File: config.mk
export PLATFORM = sky130hd
export DESIGN_NAME = vec_mem_stream
export DESIGN_NICKNAME = d
export VERILOG_FILES = /design/src/rtl/vec_mem_stream.sv
export SDC_FILE = /design/constraint.sdc
export NUM_CORES = 1
export LEC_CHECK = 0
export ABC_AREA = 1
export BUFFER_PORTS_ARGS = -buffer_cell sky130_fd_sc_hd__buf_2
export CAP_MARGIN = 20
export CORE_ASPECT_RATIO = 1.5
export CORE_MARGIN = 10
export CORE_UTILIZATION = 50
export CTS_BUF_LIST = sky130_fd_sc_hd__clkbuf_2
export CTS_CLUSTER_SIZE = 10
export DETAILED_ROUTE_END_ITERATION = 6
export PLACE_DENSITY_LB_ADDON = 0.08
export SYNTH_ARGS = -nofsm -noshare
export SYNTH_HDL_FRONTEND = slang
export SYNTH_SLANG_ARGS = --single-unit
File: constraint.sdc
create_clock -name clk -period 3.9 [get_ports clk]
set_input_delay 0.39 -clock clk [delete_from_list [all_inputs] [get_ports clk]]
set_output_delay 0.39 -clock clk [all_outputs]
set_load 0.02 [all_outputs]
File: src/rtl/vec_mem_stream.sv
// Vector unit-stride load/store streamer between the VRF ports and a
// ready/valid memory port. Loads keep up to MAXOUT reads in flight.
module vec_mem_stream #(
    parameter int unsigned AW     = 32,
    parameter int unsigned DW     = 32,
    parameter int unsigned CW     = 8,
    parameter int unsigned MAXOUT = 4
) (
    input  logic          clk,
    input  logic          rst,
    input  logic          start,
    input  logic          is_vle32_v,
    input  logic          is_vse32_v,
    input  logic [AW-1:0] base_addr,
    input  logic [CW-1:0] ITR,
    output logic          mem_req_valid,
    input  logic          mem_req_ready,
    output logic          mem_req_we,
    output logic [AW-1:0] mem_req_addr,
    output logic [DW-1:0] mem_req_wdata,
    input  logic          mem_rsp_valid,
    input  logic [DW-1:0] mem_rsp_rdata,
    output logic [DW-1:0] vrf_wdata,
    output logic          stall_wr,
    input  logic [DW-1:0] vrf_rdata,
    input  logic          vrf_rdata_valid,
    output logic          stall_rd,
    output logic          busy,
    output logic          done
);

    localparam int unsigned OW = $clog2(MAXOUT) + 1;
    localparam logic [OW-1:0] MAXOUT_C = OW'(MAXOUT);

    typedef enum logic [2:0] {
        S_IDLE,
        S_LOAD,
        S_DRAIN,
        S_STORE,
        S_FIN
    } state_t;

    state_t        state_q, state_d;
    logic [AW-1:0] addr_q, addr_d;
    logic [CW-1:0] n_q, n_d;
    logic [CW-1:0] issued_q, issued_d;
    logic [CW-1:0] taken_q, taken_d;
    logic [OW-1:0] out_q, out_d;
    logic [DW-1:0] hold_q, hold_d;
    logic          hold_full_q, hold_full_d;
    logic          req_fire;
    logic          rsp_fire;
    logic          take;

    always_comb begin
        state_d       = state_q;
        addr_d        = addr_q;
        n_d           = n_q;
        issued_d      = issued_q;
        taken_d       = taken_q;
        out_d         = out_q;
        hold_d        = hold_q;
        hold_full_d   = hold_full_q;
        mem_req_valid = 1'b0;
        mem_req_we    = 1'b0;
        stall_wr      = 1'b1;
        stall_rd      = 1'b0;
        req_fire      = 1'b0;
        rsp_fire      = 1'b0;
        take          = 1'b0;

        case (state_q)
            S_IDLE: begin
                if (start && (is_vle32_v ^ is_vse32_v)) begin
                    addr_d      = base_addr;
                    n_d         = ITR;
                    issued_d    = '0;
                    taken_d     = '0;
                    out_d       = '0;
                    hold_full_d = 1'b0;
                    if (ITR == '0)
                        state_d = S_FIN;
                    else if (is_vle32_v)
                        state_d = S_LOAD;
                    else
                        state_d = S_STORE;
                end
            end

            S_LOAD, S_DRAIN: begin
                // Responses with nothing outstanding are dropped, never counted.
                rsp_fire      = mem_rsp_valid && (out_q != '0);
                stall_wr      = !rsp_fire;
                mem_req_valid = (issued_q < n_q) && (out_q < MAXOUT_C);
                req_fire      = mem_req_valid && mem_req_ready;
                out_d         = out_q + OW'(req_fire) - OW'(rsp_fire);
                if (req_fire) begin
                    addr_d   = addr_q + AW'(4);
                    issued_d = issued_q + CW'(1);
                    if (issued_q + CW'(1) == n_q)
                        state_d = S_DRAIN;
                end
                if ((state_q == S_DRAIN) && rsp_fire && (out_d == '0))
                    state_d = S_FIN;
            end

            S_STORE: begin
                mem_req_valid = hold_full_q;
                mem_req_we    = 1'b1;
                req_fire      = hold_full_q && mem_req_ready;
                stall_rd      = hold_full_q && !mem_req_ready;
                // Refill is allowed in the same cycle the held element transfers.
                take          = vrf_rdata_valid && (taken_q < n_q) &&
                                (!hold_full_q || mem_req_ready);
                if (take) begin
                    hold_d  = vrf_rdata;
                    taken_d = taken_q + CW'(1);
                end
                hold_full_d = take || (hold_full_q && !mem_req_ready);
                if (req_fire) begin
                    addr_d   = addr_q + AW'(4);
                    issued_d = issued_q + CW'(1);
                    if (issued_q + CW'(1) == n_q)
                        state_d = S_FIN;
                end
            end

            S_FIN: begin
                state_d = S_IDLE;
            end

            default: begin
                state_d = S_IDLE;
            end
        endcase
    end

    always_ff @(posedge clk) begin
        if (rst) begin
            state_q     <= S_IDLE;
            addr_q      <= '0;
            n_q         <= '0;
            issued_q    <= '0;
            taken_q     <= '0;
            out_q       <= '0;
            hold_q      <= '0;
            hold_full_q <= 1'b0;
        end else begin
            state_q     <= state_d;
            addr_q      <= addr_d;
            n_q         <= n_d;
            issued_q    <= issued_d;
            taken_q     <= taken_d;
            out_q       <= out_d;
            hold_q      <= hold_d;
            hold_full_q <= hold_full_d;
        end
    end

    assign mem_req_addr  = addr_q;
    assign mem_req_wdata = hold_q;
    assign vrf_wdata     = mem_rsp_rdata;
    assign busy          = (state_q != S_IDLE);
    assign done          = (state_q == S_FIN);

endmodule

=== Word-level counts from Yosys, hierarchy flattened ===
Index checks and enable logic that the tools add are counted.

* $add $sub $neg: 5
* Order comparisons: 3
* Eq/ne operators: 12
* Multiplexer cells: 27
* Bitwise operators: 1
* Reduce and logical (&&, ||, !) cells: 31

{| class="wikitable"
|+ Operator list
! kind !! count
|-
| 32-bit 2-to-1 mux || 3
|-
| 32-bit case mux with 3 select lines || 1
|-
| 32-bit by 3-bit adder with 32-bit output (second input constant) || 1
|-
| 8-bit 2-to-1 mux || 4
|-
| 3-bit 2-to-1 mux || 8
|-
| 8-bit case mux with 3 select lines || 1
|-
| 8-bit by 1-bit adder with 8-bit output (second input constant) || 2
|-
| 8-bit < comparator || 2
|-
| 8-bit case mux with 2 select lines || 1
|-
| 1-bit logical AND || 10
|-
| 2-bit inequality test (second input constant) || 5
|-
| 3-bit case mux with 3 select lines || 1
|-
| 3-bit nonzero test || 3
|-
| 8-bit == test || 1
|-
| 8-bit zero test || 1
|-
| 2-bit AND reduction || 4
|-
| 3-bit by 2-bit == test with 1-bit output (second input constant) || 2
|-
| 3-bit zero test || 2
|-
| 3-bit inequality test (second input constant) || 2
|-
| 3-bit case mux with 2 select lines || 1
|-
| 5-bit AND reduction || 1
|-
| 1-bit 2-to-1 mux || 4
|-
| 1-bit case mux with 2 select lines || 2
|-
| 4-bit AND reduction || 1
|-
| other kinds (12) || 16
|}

* Register bits after elaboration: 95
* Bits of input ports: 112
* Output and inout port bits: 102
* Logic and storage cells: 87

=== Longest topological paths before layout ===
Gate-level depths: netlist (run 1).

* Depth after elaboration: 9
* Mapped depth: 19
* Gate-level depth less buffers: 19

=== Worst setup path before layout (run 1) ===
OpenSTA, ideal clock, no wires.

* Path kind: reg-to-reg
* Start point: reg n_q[5]
* End point: reg state_q[0]
* Data arrival time: 2.925 ns
* Path slack: 0.860 ns
* Cell stages (with the launch flop): 17
* Cells stage by stage: dfxtp_1 inv_1 ha_1 a21oi_1 o21a_1 nand4_1 ha_1 inv_1 ha_1 fa_1 or3_1 nor3_1 nor2_1 nand2_1 nand3_1 nand2_1 nor2_1

* Word-level cells in the longest chain between the ends: 9
* Elaborated cells between the ends (all ways): 14
* Classes of those cells: 2 x add/sub; 1 x order compare; 4 x eq/ne; 2 x mux; 5 x reduce/logical

{| class="wikitable"
|+ Ends and longest elaborated chain
! item !! line !! text
|-
| start, declared || 45 || <nowiki>logic [CW-1:0] n_q, n_d;</nowiki>
|-
| start signal, assigned || 151 || <nowiki>n_q <= n_d;</nowiki>
|-
| 8-bit < comparator || 94 || <nowiki>mem_req_valid = (issued_q < n_q) && (out_q < MAXOUT_C);</nowiki>
|-
| 1-bit logical AND || 94 ||
|-
| 1-bit logical AND || 95 || <nowiki>req_fire = mem_req_valid && mem_req_ready;</nowiki>
|-
| 3-bit by 1-bit adder with 3-bit output || 96 || <nowiki>out_d = out_q + OW'(req_fire) - OW'(rsp_fire);</nowiki>
|-
| 3-bit by 1-bit subtractor with 3-bit output || 96 ||
|-
| 3-bit zero test || 103 || <nowiki>if ((state_q == S_DRAIN) && rsp_fire && (out_d == '0))</nowiki>
|-
| 1-bit logical AND || 103 ||
|-
| 3-bit inequality test (no line) / 3-bit 2-to-1 mux (equally long branches) || -- ||
|-
| 5-bit AND reduction (no line) / 3-bit case mux with 3 select lines (equally long branches) || -- ||
|-
| end signal, assigned || 149 || <nowiki>state_q <= state_d;</nowiki>
|-
| end, declared || 43 || <nowiki>state_t state_q, state_d;</nowiki>
|}

Several ways; a longest one is shown, not always the timed one.
A chain may end at the register's enable or synchronous reset.

=== Worst setup path after layout (run 1) ===
* Start point: reg issued_q[3]
* End point: reg state_q[1]

* Word-level cells in the longest chain between the ends: 9
* Elaborated cells between the ends (all ways): 15
* Classes of those cells: 3 x add/sub; 1 x order compare; 4 x eq/ne; 2 x mux; 5 x reduce/logical

{| class="wikitable"
|+ Ends and longest elaborated chain
! item !! line !! text
|-
| start, declared || 46 || <nowiki>logic [CW-1:0] issued_q, issued_d;</nowiki>
|-
| start signal, assigned || 152 || <nowiki>issued_q <= issued_d;</nowiki>
|-
| 8-bit < comparator || 94 ||
|-
| 1-bit logical AND || 94 ||
|-
| 1-bit logical AND || 95 ||
|-
| 3-bit by 1-bit adder with 3-bit output || 96 ||
|-
| 3-bit by 1-bit subtractor with 3-bit output || 96 ||
|-
| 3-bit zero test || 103 ||
|-
| 1-bit logical AND || 103 ||
|-
| 3-bit inequality test (no line) / 3-bit 2-to-1 mux (equally long branches) || -- ||
|-
| 5-bit AND reduction (no line) / 3-bit case mux with 3 select lines (equally long branches) || -- ||
|}

Several ways; a longest one is shown, not always the timed one.

==> qor.yml, run 1 <==
status:
  status: "finished clean"
setup_path:
  path_buf_inv: 1
  cp_slowest_cell: "dfxtp_1"
  cp_max_fo: 10
  cp.arrival_ps: 4030
  slowest_delay_ps: 580
  crit_type: "reg -> reg"
  cp_top_family: "simple AND/OR/NAND/NOR gates"
  cp-end-kind: "flip-flop"
  crit_required_ps: 4430
  critical_path.cell_chain: "ha_1, a21oi_1, o21ai_0, nand2_1, nand4_1, ha_1, inv_1, ha_1, fa_1, or3_1, nor3_1, nor2_1, nand2_1, nand3_1, nand2_1, nor2_1"
  startpoint_type: "flip-flop"
synth:
  synth_compound_area_frac: 0.189
  netlist_area_um2: 5850
  synthesis.nets: 986
  ys_top_cells_by_area: "dfxtp_1 33%, nand2_1 11%, a21oi_1 9.5%"
  ys_types: 41
  yosys_register_bits: 95
  synth_edf_count: 0
  synth.most_common_cell: "nand2_1"
  seq_area_frac_synth: 0.325
  syn_inst: 853
  synth-xor-area-share: 0.0329
  synth.avg_cell_area_um2: 6.86
  synthMuxAreaShare: 0
  synth_common_cells: "167 x nand2_1, 111 x a21oi_1, 106 x inv_1, 95 x dfxtp_1, 58 x nand3_1"
  synth_top_family_by_area: "simple AND/OR/NAND/NOR gates"
  yosys.area_share.simple: 0.259
  yosysTopAreaCell: "dfxtp_1"
  async_flop_share: 0
  synth_top_area_share: 0.325
  yosysWarnings: 0
  synthFlopType: "dfxtp_1"
  synth_fa_ha_area_frac: 0.0462
grt:
  grt_util_met3: 0.0466
  grt_max_degree: 73
  grt.busiest_layer: "met2"
  grt-ovfl-total: 0
  grt_pass1_vias: 5632
  use_met1: 0.215
  grt_pass1_wl_um: 27400
  antenna_found_initial: 1
  use_met2: 0.358
  grtUsageTotal: 0.201
sta:
  setup_viol: 0
  finalCritPeriodShare: 0.899
  finalCriticalPeriod_ps: 3510
  fmaxAchievable_mhz: 285
  whs_ps: 34.5
  slew_viol_final: 0
  final_hold_viol_count: 0
  worstMarginPinSlew_ps: 834
  max-slew-margin-rel: 0.443
  finalClockSkew_ps: 35.7
  tns_ps: 0
  grt_setup_unrepaired: "false"
die:
  num_rows: 48
  die_w_um: 108
  core_um2: 11500
  die_h_um: 152
  io_pins: 214
  die_area_um2: 16500
  floorplan.initialDensity: 0.510
cells_and_area:
  regArea_um2: 1900
  multiInputGateArea_um2: 3090
  syn2layout_area_growth_pct: 16.7
  nets: 1115
  finish.utilization: 0.595
  num-fill-cells: 1180
  drive_gt1_frac: 0.204
  postLayoutCellArea_um2: 6820
routing:
  drtIter0Drc: 237
  antenna_left: 0
  avgRoutedWirePerCell_um: 14.9
  drc_errors: 0
  vias: 5849
  firstDrtPassIters: 4
  viasPerCell: 5.14
  wl_um: 16900
placed_design:
  placed_cell_area_um2: 6390
  gp_congestion: 0.844
  numPortBuffers: 149
  dp_hpwl_um: 12200
clock_network:
  cts_made_buffers: 9
  cts.reportedPaths.clkPinSlew_ps: 330
  htreeDepth: 3
  clockBufferDepth: 2
  cts_tree: "done"
  postCtsSetupBuffers: 0
  clock_sinks: 95
  cts-root-buf: "clkbuf_2"
  clk_latency_ps: 610
pwr:
  power.density_nw_per_um2: 606
  ir_worst_vdd_mv: 0.377
  leakage_nw: 3.01
min_path:
  hp-class: "in -> reg"
run:
  maxCapViolCount: 0
## state kept, by name (all words and copies together), names as in the netlist
register	flops
mem_req_wdata	32
hold_full_q	1
state_q	3
out_q	3
taken_q	8
n_q	8
mem_req_addr	32
issued_q	8
## repair_timing
| action | in CTS | in global routing |
|---|---|---|
| gates resized for setup | 0 | 0 |
| endpoints found under the hold margin | 29 | 2 |
| hold buffers | 29 | 2 |
## final timing paths
check,from,to,slack (ps),cells after the start
max,issued_q[3]$_SDFFE_PP0P_,state_q[1]$_SDFFE_PP0P_,390,16
min,base_addr[30],mem_req_addr[30]$_SDFFE_PP0P_,30,3
max reg2reg,issued_q[3]$_SDFFE_PP0P_,state_q[1]$_SDFFE_PP0P_,390,16
min reg2reg,mem_req_wdata[17]$_SDFFE_PP0P_,mem_req_wdata[17]$_SDFFE_PP0P_,460,2
## where the power goes
part	total [mW]	switching, mW	internal, mW
Clock	0.521	0.412	0.109
Combinational	2.19	1.46	0.726
Sequential	1.43	0.229	1.20
Total	4.13	2.10	2.03
## per-layer routing
layer | share of wire | up-vias | wire [um]
met3 | 0.057 | 45 | 966
li1 | - | 3033 | -
met2 | 0.52 | 180 | 8820
met5 | 0 | - | 0
met4 | 0.030 | 0 | 500
met1 | 0.39 | 2591 | 6650
## cells by family (layout without fill, tap and decap cells)
family	after synthesis	after routing
adders and majority gates	21	21
xor gates and xnor gates	22	22
buffers and inverters	176	310
other	0	1
AOI/OAI and AO/OA	204	204
DFF	95	95
and+or+nand+nor	335	335
## cell usage in the layout, fill, tap and decap left out, drive strengths merged
cell type	count
nand2	172
a21oi	111
buf	154
dfxtp	95
o31ai	2
a31oi	2
a221oi	1
a211oi	3
or3	1
clkinv	2
fa	1
xor2	18
inv	113
clkbuf	9
nor3	16
dlygate4sd3	31
or2	1
xnor2	4
nand3b	1
nor4	3
o21a	7
nand3	60
ha	20
nor3b	3
nor2	63
clkinvlp	1
diode	1
nand4	15
o21ai	77
o2111ai	1
## through the flow
step           cells  setup slack (ps)  total power [mW]
6_report        1138               393              4.13
5_1_grt         1138              62.6              4.52
4_1_cts         1135               387              4.18
3_5_place_dp    1090               428              3.63
3_3_place_gp    1090               495              3.62
2_1_floorplan    853               860              3.07
## worst reg2reg max path, stage by stage (launching register included)
cell and delay, ps:
dfxtp_1 580, ha_1 310, a21oi_1 110, o21ai_0 130, nand2_1 110, nand4_1 150
ha_1 320, inv_1 40, ha_1 180, fa_1 440, or3_1 370, nor3_1 230
nor2_1 100, nand2_1 160, nand3_1 90, nand2_1 80, nor2_1 50
## area by class of cell
class / instances / share of cell area
inverters: 109 / 0.0607
diodes: 1 / 0.000367
flip-flops and latches: 95 / 0.279
clock inverters: 7 / 0.0110
clock buffers: 9 / 0.00660
multi-input cells: 582 / 0.453
repair buffers: 185 / 0.162
well taps: 150 / 0.0275
Power figures use the tool's default switching activity.
==> run 2: changes to the inputs <==
- ABC_AREA: 1 -> unset
==> run 2 against run 1 <==
Critical path type unchanged. Worst hold slack got worse by 30 ps. Critical path depth rose by 1. Global-route usage is 0.16 points lower. Clock skew decreased by 0.96 ps.
==> qor.yml, run 2 <==
die:
  io_pins: 214  # unchanged
  die_area_um2: 15600  # -5.5%
  die_h_um: 148  # -2.9%
  core_um2: 10600  # -7.2%
  floorplan.initialDensity: 0.514  # +0.00394
  num_rows: 46  # -4.2%
  die_w_um: 105  # -2.7%
sta:
  worstMarginPinSlew_ps: 813  # -21.1 ps
  finalClockSkew_ps: 34.7  # -0.960 ps
  setup_ws_ps: 5.86  # -387 ps
  final_hold_viol_count: 0  # unchanged
  setup_viol: 0  # unchanged
  slew_viol_final: 0  # unchanged
  max-slew-margin-rel: 0.458  # +0.0147
  finalCritPeriodShare: 0.998  # +0.0993
  grt_setup_unrepaired: "true"
  finalCriticalPeriod_ps: 3890  # +387 ps
  fmaxAchievable_mhz: 257  # -9.9%
pwr:
  clock_power_share: 0.127  # about the same
  internal_power_mw: 1.91  # -6.0%
  total_power_mw: 3.63  # -12%
  power.share.switching: 0.474  # -0.0341
  combPwrFrac: 0.510  # -0.019
  power.density_nw_per_um2: 539  # -11%
  leakage_nw: 3.06  # +1.5%
  p_sw_mw: 1.72  # -18%
  p_seq_frac: 0.362  # +0.017
  ir_worst_vdd_mv: 0.252  # -33%
routing:
  avgRoutedWirePerCell_um: 16.4  # +10%
  vias: 5587  # -4.5%
  antenna_left: 0  # unchanged
  drtIter0Drc: 272  # +15%
  drc_errors: 0  # unchanged
  viasPerCell: 5.58  # +8.5%
  firstDrtPassIters: 5  # +1
  wl_um: 16400  # -3.0%
synth:
  synth_edf_count: 0  # unchanged
  yosysWarnings: 0  # unchanged
  synthFlopType: "dfxtp_1"
  async_flop_share: 0  # unchanged
  yosysTopAreaCell: "dfxtp_1"
  ys_types: 55  # +34%
  seq_area_frac_synth: 0.348  # +0.0225
  synth.avg_cell_area_um2: 7.78  # +13%
  netlist_area_um2: 5470  # -6.5%
  syn_inst: 703  # -18%
  synth_common_cells: "101 x nand2_1, 95 x dfxtp_1, 69 x a21oi_1, 66 x nor2_1, 43 x o21ai_0"
  yosys_register_bits: 95  # unchanged
  synth_top_area_share: 0.348  # +0.0225
  synthesis.nets: 836  # -15%
  ys_top_cells_by_area: "dfxtp_1 35%, nand2_1 6.9%, a21oi_1 6.3%"
  synth.most_common_cell: "nand2_1"
clock_network:
  cts.reportedPaths.clkPinSlew_ps: 280  # -50 ps
  clockBufferDepth: 2  # unchanged
  clk_latency_ps: 620  # about the same
  cts_made_buffers: 9  # unchanged
  cts_tree: "done"
  cts-root-buf: "clkbuf_2"
  clock_sinks: 95  # unchanged
  htreeDepth: 3  # unchanged
placed_design:
  numPortBuffers: 149  # unchanged
  pre_cts_ws_ps: -81.4  # -510 ps
  dp_hpwl_um: 11900  # -1.9%
  gp_congestion: 0.934  # +11%
setup_path:
  r2r-start: "n_q[7]$_SDFFE_PP0P_"
  regToRegEndpoint: "state_q[0]$_SDFFE_PP0P_"
  cp_max_fo: 2  # -8
  slowest_delay_ps: 470  # -110 ps
  crit_top_cell: "or3_1"
  crit_required_ps: 4470  # +40 ps
  startpoint_type: "flip-flop"
  crit_type: "reg -> reg"
  cp_slowest_cell: "fa_1"
  critical_path.cell_chain: "inv_2, ha_4, a211oi_4, nand2_1, a2bb2oi_2, or2_1, ha_1, inv_1, ha_2, fa_1, or3_1, nor3_2, a31oi_1, o21ai_1, a31oi_2, or3_1, a21oi_2"
  reg2regPathDepth: 17  # +1
  cp.arrival_ps: 4470  # +440 ps
  cp-end-kind: "flip-flop"
  ff2ff_setup_slack_ps: 6  # -390 ps
grt:
  grt-ovfl-total: 0  # unchanged
  grt_pass1_vias: 5493  # -2.5%
  antenna_found_initial: 3  # +2
  grt_max_degree: 45  # -38%
  grtUsageTotal: 0.200  # -0.00158
  grt_pass1_wl_um: 26100  # -4.7%
min_path:
  whs_endpoint: "mem_req_wdata[0]$_SDFFE_PP0P_"
  min-delay-start: "vrf_rdata[0]"
  hp-class: "in -> reg"
  hold_depth: 3  # unchanged
run:
  maxCapViolCount: 0  # unchanged
cells_and_area:
  syn2layout_area_growth_pct: 23.3
  mostFrequentLayoutCells: "149 x buf_2, 101 x nand2_1, 87 x dfxtp_1, 68 x a21oi_1, 66 x nor2_1"
  nets: 983  # -12%
  mostFrequentLayoutCell: "buf_2"
  drive_gt1_frac: 0.258  # +0.0548
status:
  status: "finished clean"
[run 2: cell types whose count changed in the layout (fill, tap and decap cells not counted), sizes merged, moves of 8 or more]
| cell | before | now |
|---|---|---|
| nand2 | 172 | 101 |
| nand3 | 60 | 29 |
| a21oi | 111 | 70 |
| o31ai | 2 | 12 |
| xor2 | 18 | 4 |
| and2 | 0 | 8 |
| o21ai | 77 | 45 |
| buf | 154 | 176 |
| inv | 113 | 20 |
| a31oi | 2 | 13 |
| a211oi | 3 | 12 |
| mux2i | 0 | 33 |
[run 2: power by group through the flow]
stage | Combinational, mW | Sequential [mW] | Clock (mW)
finish | 1.85 | 1.32 | 0.463
global route | 2.06 | 1.35 | 0.523
CTS | 1.83 | 1.31 | 0.475
detailed placement | 1.79 | 1.33 | 0
global placement | 1.75 | 1.32 | 0
floorplan | 1.15 | 1.45 | 0
[run 2: timing repair]
| item | CTS | global route |
|---|---|---|
| resized for setup | 4 | 20 |
| hold buffers | 30 | 4 |
| endpoints found under the hold margin | 30 | 4 |
| setup endpoints to repair | 2 | 2 |
| pin swaps | 0 | 16 |
| buffers inserted | 0 | 4 |
[run 2: through the flow]
| stage | utilization | hold slack [ps] | cells | area (um2) | TNS, ps |
|---|---|---|---|---|---|
| floorplan | - | 446 | 703 | 5470 | 0 |
| global placement | 0.580 | 441 | 945 | 6180 | 0 |
| detailed placement | 0.580 | 459 | 945 | 6180 | -117 |
| CTS | 0.619 | 4.41 | 991 | 6600 | 0 |
| global route | 0.633 | 6.25 | 1002 | 6750 | -139 |
| finish | 0.633 | 4.95 | 1002 | 6750 | 0 |
[run 2: logic make-up (layout without fill, tap and decap cells)]
group | Yosys count | after routing | share of synthesized area
simple gates | 267 | 267 | 0.228
compound gates | 184 | 184 | 0.207
flops | 95 | 95 | 0.348
buf+inv | 92 | 244 | 0.0894
mux | 34 | 34 | 0.0624
fa+ha+maj | 21 | 21 | 0.0494
xor+xnor | 10 | 10 | 0.0160
other cells | 0 | 3 | 0
[run 2: how the worst max path moves through the flow]
stage / end / slack (ps) / startpoint / depth (start not counted)
detailed placement: state_q[0]$_SDFFE_PP0P_ / -80 / n_q[7]$_SDFFE_PP0P_ / 17
global placement: state_q[0]$_SDFFE_PP0P_ / 70 / n_q[7]$_SDFFE_PP0P_ / 17
finish: state_q[0]$_SDFFE_PP0P_ / 6 / n_q[7]$_SDFFE_PP0P_ / 17
global route: state_q[0]$_SDFFE_PP0P_ / -90 / n_q[7]$_SDFFE_PP0P_ / 17
CTS: state_q[0]$_SDFFE_PP0P_ / 30 / n_q[7]$_SDFFE_PP0P_ / 17
floorplan: state_q[0]$_SDFFE_PP0P_ / 100 / n_q[7]$_SDFFE_PP0P_ / 17
[run 2: layer usage]
metal / wire [um] / global-route usage
met1: 6330 / 0.216
met5: 0 / 0
met2: 8530 / 0.354
met4: 504 / 0.0937
met3: 1050 / 0.0497
[run 2: layout make-up]
class                           count  area [um2]
Clock inverter                      7        56.3
Inverter                           18        67.6
Timing Repair Buffer              210        1300
Fill cell                         960        3900
Clock buffer                        9        45.0
Multi-Input combinational cell    516        3180
Tap cell                          144         180
Antenna cell                        3        7.51
Sequential cell                    95        1910
[run 2: worst max-delay path, delay by kind of cell (launching register included)]
family          cells  cell delay [ps]
compound gates      6              920
fa+ha+maj           4             1150
buf+inv             2               90
simple gates        5             1310
flops               1              400
==> run 3: changes to the inputs <==
- ABC_AREA: unset -> 1
- CORE_MARGIN: 10 -> 8
==> run 3 against run 2 <==
Total power rose by 13%. Utilization decreased by 4.4 points. Non-clock buffer count shrank 31. Register-to-register slack better by 400 ps. Clock power increased by 6.0%. Combinational power rose by 18%. Cell area up 0.26%. Sequential share of layout area is 0.22 points lower.
==> qor.yml, run 3 (same netlist as run 1, synthesis figures left out) <==
status:
  status: "finished clean"
routing:
  drc_errors: 0  # unchanged
  wl_um: 16300  # -0.49%
  vias: 5838  # +4.5%
  antenna_left: 0  # unchanged
  drtIter0Drc: 257  # -5.5%
  firstDrtPassIters: 5  # unchanged
  viasPerCell: 5.16  # -7.5%
  avgRoutedWirePerCell_um: 14.4  # -12%
clock_network:
  postCtsSetupBuffers: 0  # unchanged
  htreeDepth: 3  # unchanged
  cts-root-buf: "clkbuf_2"
  cts.reportedPaths.clkPinSlew_ps: 320  # +40 ps
  clk_latency_ps: 580  # -40 ps
  clock_sinks: 95  # unchanged
  cts_tree: "done"
  ctsResizeCount: 0  # -4
  clockBufferDepth: 2  # unchanged
  cts_made_buffers: 9  # unchanged
cells_and_area:
  num-fill-cells: 1188  # +24%
  mostFrequentLayoutCell: "nand2_1"
  multiInputGateArea_um2: 3090  # -2.6%
  syn2layout_area_growth_pct: 15.6
  drive_gt1_frac: 0.204  # -0.0546
  finish.utilization: 0.590  # -0.0439
  postLayoutCellArea_um2: 6760  # +0.26%
  regArea_um2: 1900  # -0.52%
  mostFrequentLayoutCells: "167 x nand2_1, 149 x buf_2, 111 x a21oi_1, 105 x inv_1, 95 x dfxtp_1"
  nets: 1109  # +13%
  layout.cells.non_filler: 1132  # +13%
grt:
  antenna_found_initial: 1  # -2
  grt_pass1_wl_um: 26800  # +2.6%
  grt_pass1_vias: 5797  # +5.5%
  grtUsageTotal: 0.207  # +0.00752
  grt-ovfl-total: 0  # unchanged
  grt_max_degree: 73  # +62%
placed_design:
  placed_cell_area_um2: 6380  # +3.4%
  dp_hpwl_um: 12000  # +0.15%
  gp_congestion: 0.859  # -8.0%
  dp_cells: 1089  # +15%
  numPortBuffers: 149  # unchanged
setup_path:
  path_buf_inv: 1  # -1
  cp.arrival_ps: 3990  # -480 ps
  slowest_delay_ps: 600  # +130 ps
  regToRegEndpoint: "state_q[0]$_SDFFE_PP0P_"
  cp-end-kind: "flip-flop"
  worstSetupEndpoint: "state_q[0]$_SDFFE_PP0P_"
  ff2ff_setup_slack_ps: 410  # +400 ps
  crit_required_ps: 4400  # -70 ps
  cp_slowest_cell: "dfxtp_1"
  cp.depth: 16  # -1
  startpoint_type: "flip-flop"
  crit_type: "reg -> reg"
  critical_path.cell_chain: "ha_1, a21oi_1, o21ai_0, nand2_1, nand4_1, ha_1, inv_1, ha_1, fa_1, or3_1, nor3_1, nor2_1, nand2_1, nand3_1, nand2_1, nor2_1"
  r2r-start: "issued_q[3]$_SDFFE_PP0P_"
  startpoint: "issued_q[3]$_SDFFE_PP0P_"
  cp_max_fo: 10  # +8
  reg2regPathDepth: 16  # -1
  cp_top_family: "simple AND/OR/NAND/NOR gates"
sta:
  finalClockSkew_ps: 46.4  # +11.7 ps
  slew_viol_final: 0  # unchanged
  fmaxAchievable_mhz: 286  # +12%
  tns_ps: 0  # unchanged
  finalCriticalPeriod_ps: 3490  # -402 ps
  worstMarginPinSlew_ps: 842  # +28.9 ps
  grt_setup_unrepaired: "false"
  max-slew-margin-rel: 0.438  # -0.0199
  setup_viol: 0  # unchanged
  finalCritPeriodShare: 0.895  # -0.103
  whs_ps: 55.8  # +50.9 ps
  final_hold_viol_count: 0  # unchanged
min_path:
  min-delay-start: "base_addr[27]"
  hp-class: "in -> reg"
die:
  num_rows: 48  # +4.3%
  floorplan.initialDensity: 0.510  # -0.00394
  die_w_um: 104  # -1.0%
  io_pins: 214  # unchanged
  die_h_um: 148  # +0.24%
  die_area_um2: 15500  # -0.81%
  core_um2: 11500  # +7.7%
pwr:
  ir_worst_vdd_mv: 0.350  # +39%
  power.density_nw_per_um2: 607  # +13%
  leakage_nw: 2.99  # -2.3%
run:
  maxCapViolCount: 0  # unchanged
==> run 3: cell types whose count changed in the layout (fill, tap and decap cells not counted), moves of 23 or more <==
cell     previous run  this run
inv_1              15       105
nand3_1            28        58
o21ai_1             2        26
nand2_1           101       167
buf_4              26         3
mux2i_1            33         0
a21oi_1            68       111
==> run 3: cell type report <==
type / count / share of cell area
inverter: 109 / 0.0612
timing repair buffer: 179 / 0.155
clock buffer: 9 / 0.00666
clock inverter: 7 / 0.0105
tap: 150 / 0.0278
multi-input combinational: 582 / 0.457
antenna: 1 / 0.000370
sequential: 95 / 0.281
==> run 3: tightest hold or removal path, stage by stage <==
cell	delay, ps
buf_2	80
a21oi_1	50
a21oi_1	110
==> run 3: worst min-delay path by stage <==
| stage | end | slack, ps | depth (start not counted) |
|---|---|---|---|
| after floorplan | out_q[0]$_SDFFE_PP0P_ | 470 | 2 |
| after global placement | mem_req_wdata[21]$_SDFFE_PP0P_ | 430 | 2 |
| after detailed placement | mem_req_wdata[7]$_SDFFE_PP0P_ | 430 | 2 |
| after CTS | mem_req_addr[28]$_SDFFE_PP0P_ | 0.6 | 3 |
| after global routing | mem_req_wdata[15]$_SDFFE_PP0P_ | 0.6 | 3 |
| final | mem_req_addr[27]$_SDFFE_PP0P_ | 60 | 3 |
==> run 3: metal layers <==
layer | up-vias | GRT usage | wire (um)
li1 | 3013 | - | -
met1 | 2619 | 0.222 | 6600
met2 | 172 | 0.374 | 8440
met3 | 34 | 0.0554 | 940
met4 | 0 | 0.0836 | 356
met5 | - | 0 | 0
==> run 3: stage by stage <==
| step | power (mW) | setup slack (ps) |
|---|---|---|
| floorplan | 3.07 | 860 |
| CTS | 4.15 | 407 |
| global route | 4.50 | 126 |
| finish | 4.10 | 408 |
| detailed placement | 3.62 | 447 |
| global placement | 3.61 | 507 |
==> run 3: report_power, final <==
part	leakage [nW]	switching, mW	internal, mW
Clock	0.0722	0.385	0.106
Combinational	2.14	1.46	0.720
Sequential	0.777	0.235	1.20
Total	2.99	2.08	2.02
==> run 3: repair_timing <==
item | CTS | global route
endpoints found under the hold margin | 26 | 0
setup endpoints to repair | 0 | 0
hold buffers | 26 | 0
